===== src/rtl/fs_pkg.sv =====
// Shared types for the bit-serial subtractor: FSM state encoding and counter sizing.
// Latency: n/a (package). Backpressure: n/a.
package fs_pkg;

    typedef enum logic [1:0] {
        IDLE = 2'd0,
        RUN  = 2'd1,
        DONE = 2'd2
    } fs_state_e;

    // Wide enough to hold SIZE itself, so SIZE=1 still gets a 1-bit counter.
    function automatic int fs_cnt_w(input int size);
        return $clog2(size + 1);
    endfunction

endpackage


===== src/rtl/fs.sv =====
// One-bit full subtractor cell: diff = x - y - bin, bout = borrow out.
// Latency: combinational. Backpressure: none.
module fs (
    input  logic x,
    input  logic y,
    input  logic bin,
    output logic diff,
    output logic bout
);

    assign diff = x ^ y ^ bin;
    assign bout = (~x & y) | (~(x ^ y) & bin);

endmodule


===== src/rtl/fs_serial_nbit.sv =====
// Bit-serial d = a - b - bi, LSB first through one fs cell; FS_SERIAL_OVF_EN adds the ovf port.
// Latency: SIZE cycles from acceptance to out_valid; one op per SIZE+2 cycles minimum.
// Backpressure: DONE holds all outputs until out_ready; in_ready is high only in IDLE.
module fs_serial_nbit
    import fs_pkg::*;
#(
    parameter int SIZE = 8
) (
    input  logic            clk,
    input  logic            rst_n,
    input  logic            in_valid,
    output logic            in_ready,
    input  logic [SIZE-1:0] a,
    input  logic [SIZE-1:0] b,
    input  logic            bi,
    output logic            out_valid,
    input  logic            out_ready,
    output logic [SIZE-1:0] d,
    output logic            bo,
    output logic            busy
`ifdef FS_SERIAL_OVF_EN
    ,
    output logic            ovf
`endif
);

    localparam int               CW       = fs_cnt_w(SIZE);
    localparam logic [CW-1:0]    CNT_LAST = CW'(SIZE - 1);

    fs_state_e       state_q, state_d;
    logic [SIZE-1:0] a_sh_q, a_sh_d;
    logic [SIZE-1:0] b_sh_q, b_sh_d;
    logic [SIZE-1:0] d_sh_q, d_sh_d;
    logic            brw_q, brw_d;
    logic [CW-1:0]   cnt_q, cnt_d;

    logic            cell_diff;
    logic            cell_bout;
    logic [SIZE-1:0] d_shift;

    fs u_fs (
        .x    (a_sh_q[0]),
        .y    (b_sh_q[0]),
        .bin  (brw_q),
        .diff (cell_diff),
        .bout (cell_bout)
    );

    // Each new difference bit enters at the MSB, so after SIZE steps bit 0 sits at d[0].
    generate
        if (SIZE == 1) begin : g_one
            assign d_shift = cell_diff;
        end else begin : g_multi
            assign d_shift = {cell_diff, d_sh_q[SIZE-1:1]};
        end
    endgenerate

    always_comb begin
        state_d = state_q;
        a_sh_d  = a_sh_q;
        b_sh_d  = b_sh_q;
        d_sh_d  = d_sh_q;
        brw_d   = brw_q;
        cnt_d   = cnt_q;
        case (state_q)
            IDLE: begin
                if (in_valid) begin
                    a_sh_d  = a;
                    b_sh_d  = b;
                    brw_d   = bi;
                    d_sh_d  = '0;
                    cnt_d   = '0;
                    state_d = RUN;
                end
            end
            RUN: begin
                a_sh_d = a_sh_q >> 1;
                b_sh_d = b_sh_q >> 1;
                d_sh_d = d_shift;
                brw_d  = cell_bout;
                cnt_d  = cnt_q + CW'(1);
                if (cnt_q == CNT_LAST) begin
                    state_d = DONE;
                end
            end
            DONE: begin
                if (out_ready) begin
                    state_d = IDLE;
                end
            end
            default: begin
                state_d = IDLE;
            end
        endcase
    end

    always_ff @(posedge clk or negedge rst_n) begin
        if (!rst_n) begin
            state_q <= IDLE;
            a_sh_q  <= '0;
            b_sh_q  <= '0;
            d_sh_q  <= '0;
            brw_q   <= 1'b0;
            cnt_q   <= '0;
        end else begin
            state_q <= state_d;
            a_sh_q  <= a_sh_d;
            b_sh_q  <= b_sh_d;
            d_sh_q  <= d_sh_d;
            brw_q   <= brw_d;
            cnt_q   <= cnt_d;
        end
    end

    assign in_ready  = (state_q == IDLE);
    assign out_valid = (state_q == DONE);
    assign busy      = (state_q == RUN) || (state_q == DONE);
    assign d         = d_sh_q;
    assign bo        = brw_q;

`ifdef FS_SERIAL_OVF_EN
    // The shift registers lose the operand MSBs, so keep them from the accept cycle.
    logic a_msb_q, a_msb_d;
    logic b_msb_q, b_msb_d;

    always_comb begin
        a_msb_d = a_msb_q;
        b_msb_d = b_msb_q;
        if (state_q == IDLE && in_valid) begin
            a_msb_d = a[SIZE-1];
            b_msb_d = b[SIZE-1];
        end
    end

    always_ff @(posedge clk or negedge rst_n) begin
        if (!rst_n) begin
            a_msb_q <= 1'b0;
            b_msb_q <= 1'b0;
        end else begin
            a_msb_q <= a_msb_d;
            b_msb_q <= b_msb_d;
        end
    end

    assign ovf = out_valid && (a_msb_q != b_msb_q) && (d_sh_q[SIZE-1] != a_msb_q);
`endif

endmodule


===== config.mk =====
export PLATFORM = sky130hd
export DESIGN_NAME = fs_serial_nbit
export DESIGN_NICKNAME = d
export VERILOG_FILES = /design/src/rtl/fs_pkg.sv /design/src/rtl/fs.sv /design/src/rtl/fs_serial_nbit.sv
export SDC_FILE = /design/constraint.sdc
export NUM_CORES = 1
export LEC_CHECK = 0
export ABC_AREA = 1
export CORE_UTILIZATION = 50
export DETAILED_ROUTE_END_ITERATION = 12
export MAX_ROUTING_LAYER = met4
export PLACE_DENSITY_LB_ADDON = 0.15
export SLEW_MARGIN = 15
export SYNTH_ARGS = -nofsm -noshare
export SYNTH_HDL_FRONTEND = slang
export SYNTH_SLANG_ARGS = --single-unit
export TNS_END_PERCENT = 50

===== constraint.sdc =====
create_clock -name clk -period 1.6 [get_ports clk]
set_clock_uncertainty 0.1 [all_clocks]
set_input_delay 0.24 -clock clk [delete_from_list [all_inputs] [get_ports clk]]
set_output_delay 0.24 -clock clk [all_outputs]
set_load 0.02 [all_outputs]

==> summary.txt <==
Status
  • Status: finished with violations
  • Failing checks: design-rule violations

Synth
  • Syn Area/Cell: about 9.0 sq um
  • Flops & latches, synth: 31
  • Top post-synthesis cells by area: dfrtp_1, nand2_1, o211ai_1
  • Number of distinct library cells after synthesis: 22
  • Syn Nets: about 200
  • Area of the mapped netlist: 1510 sq um
  • Register area share after synthesis: 51.3%
  • Synth area leader: dfrtp_1
  • Synth top area share: between 50% and 60%
  • Post-synthesis cell count: 169
  • Ys Warns: 0

Floorplan
  • Die area: approximately 3200 sq um
  • Effective utilization at floorplan: 53.9%
  • Ports: 33
  • Die width: around 57 um
  • Core ar.: ~2800 sq um
  • FP Rows: 19
  • Die H: between 50 and 60 um

Setup path
  • R2R Path End: cnt_q[2]
  • Startpoint types: flop
  • Worst R2R Path Depth: 9
  • Setup Crit Path Kind: flop to output pin
  • Worst r2r src: state_q[0]
  • Worst reg-to-reg setup slack: around 0.08 ns
  • Crit path launch: state_q[1]
  • Critical Path RT: about 1.3 ns
  • Critical path endpoint category: output pin
  • Critical path capture point: out_valid
  • Max FO, Critical Path: 2
  • Worst Path Arrival: ~1.2 ns

Power
  • Peak VDD IR: about 1.1 mV
  • Power per standard cell area: about 2000 nW/um^2
  • Leakage: between 0.0009 and 0.001 uW
  • Pwr Total: roughly 3900 uW

Timing
  • Slew Limit Fails: 0
  • Final hold vios: 0
  • Fin crit share: between 90% and 100%
  • Final setup viols: 0
  • Hold_ws: between 0.15 and 0.2 ns
  • Worst slew margin: ~74%
  • Fmax: ~640 MHz
  • RSZ-0062 raised after global routing: true
  • Worst-Margin Slew: around 0.39 ns
  • Crit path time final: roughly 1.6 ns

Placed design
  • I/O Buffers: 32
  • RePlAce Congestion: between 0.7 and 0.8
  • HPWL after DPL: a little over 2000 um

Routing
  • Via count: 1258
  • Routed WL: roughly 3000 um
  • Drc violations: 6
  • Wirelength per Cell: around 13 um
  • Remaining antenna violation count: 0
  • Initial DRC Count: 49
  • DRT Pass-1 Iters: 8
  • Avg Vias per Cell: 5.20

Cells and area
  • Layout cells sized above 1: between 10% and 20%
  • Area grow syn2layout: 30.7%
  • N_diodes: 0
  • Most common cell after layout, fill and taps aside: nand2_1
  • Most frequent cells in the layout: nand2_1, dfrtp_1, clkdlybuf4s50_1
  • Nets: about 240

GRT
  • Largest net degree at the start of global routing: 32
  • First-pass GRT wire length: around 5200 um
  • Number of global-route vias before repair: between 1000 and 1500
  • GR Layer Usage met1: 26.4%
  • Most Used Layer, Global Route: met2
  • Total GRT Usage: 22.3%
  • Met3 Use GR: 7.71%
  • GRT met2 Usage: 34.8%
  • Antenna violations before repair: 0
  • Gr ovfl total: 0

Clock tree
  • Clk_lat worst skew: about 0.33 ns
  • CTS HTree Levels: 2
  • Clock-pin slew on the worst setup and hold paths: about 0.090 ns
  • Clk root buf: clkbuf_4
  • Clock buffer depth: 2
  • Clock buffer count from CTS: 5
  • Post-CTS Hold Fix Bufs: 0
  • TritonCTS clock tree: yes
  • Clock sink count: 31

Worst hold path
  • Hold Path Class: primary input to async pin

Run
  • Max Cap Viol: 0
cell families after synthesis:
family | synth area share (%)
AO/OA/AOI/OAI | 12.9
AND/OR/NAND/NOR | 21.8
flip-flops | 51.3
adder cells (fa/ha/maj) | 5.46
buffers and inverters | 8.52
layer usage:
layer | vias up | routed length [um]
li1 | 632 | -
met2 | 33 | 1490
met3 | 7 | 154
met5 | - | 0
met1 | 586 | 1340
met4 | 0 | 54
power by group:
group	switching, uW	internal (uW)
logic	1210	903
registers	185	1130
clock network	263	171
total	1660	2210
area by class of cell:
class	instances	area (sq um)
fillers	227	828
flip-flops and latches	31	776
multi-input cells	112	626
repair buffers	41	410
inverters	19	76.3
clock buffers	7	45.0
well taps	31	38.8
clock inverters	1	5.00
registers in the layout (all words and copies together), names as in the netlist:
signal,count
a_sh_q,8
d,8
bo,1
state_q,2
b_sh_q,8
cnt_q,4
worst min-delay path by stage:
| stage | from | end | cells past startpoint |
|---|---|---|---|
| 2_1_floorplan | rst_n | a_sh_q[0] | 0 |
| 3_3_place_gp | a_sh_q[3] | a_sh_q[3] | 2 |
| 3_5_place_dp | b_sh_q[2] | b_sh_q[2] | 2 |
| 4_1_cts | rst_n | state_q[1] | 2 |
| 5_1_grt | rst_n | cnt_q[2] | 2 |
| 6_report | rst_n | cnt_q[3] | 2 |
synthesized netlist by cell type:
library cell,n
a21oi_1,3
buf_2,2
buf_4,1
buf_6,3
clkbuf_1,1
dfrtp_1,31
fa_1,1
ha_1,5
inv_1,17
inv_2,1
inv_4,1
nand2_1,51
nand2_2,1
nand2_4,1
nand3_1,7
nor2_1,3
o211ai_1,13
o21ai_0,1
o21ai_1,8
o22ai_1,6
or2_0,4
or2_1,8
critical path, stage by stage (launching register included):
cell     delay, ns
dfrtp_1       0.39
buf_4         0.14
ha_1          0.19
buf_2         0.16
metrics by stage:
stage | util (%) | area, sq um | setup WS (ns) | setup TNS [ns] | instances
global placement | 67.5 | 1890 | -0.0284 | -0.0284 | 232
CTS | 69.0 | 1930 | 0.00514 | 0 | 241
detailed placement | 67.5 | 1890 | -0.0663 | -0.102 | 232
floorplan | - | 1510 | 0.0489 | 0 | 169
finish | 70.5 | 1980 | 0.0441 | 0 | 242
global route | 70.5 | 1980 | -0.0120 | -0.0273 | 242
what timing repair did:
action | in CTS | in global routing
pin swaps | 0 | 1
hold endpoints to repair | 0 | 0
setup buffers | 1 | 0
gates cloned | 0 | 1
resized for setup | 21 | 8
endpoints found under the setup margin | 16 | 25
Note: power is estimated with default switching activity, not from simulation.
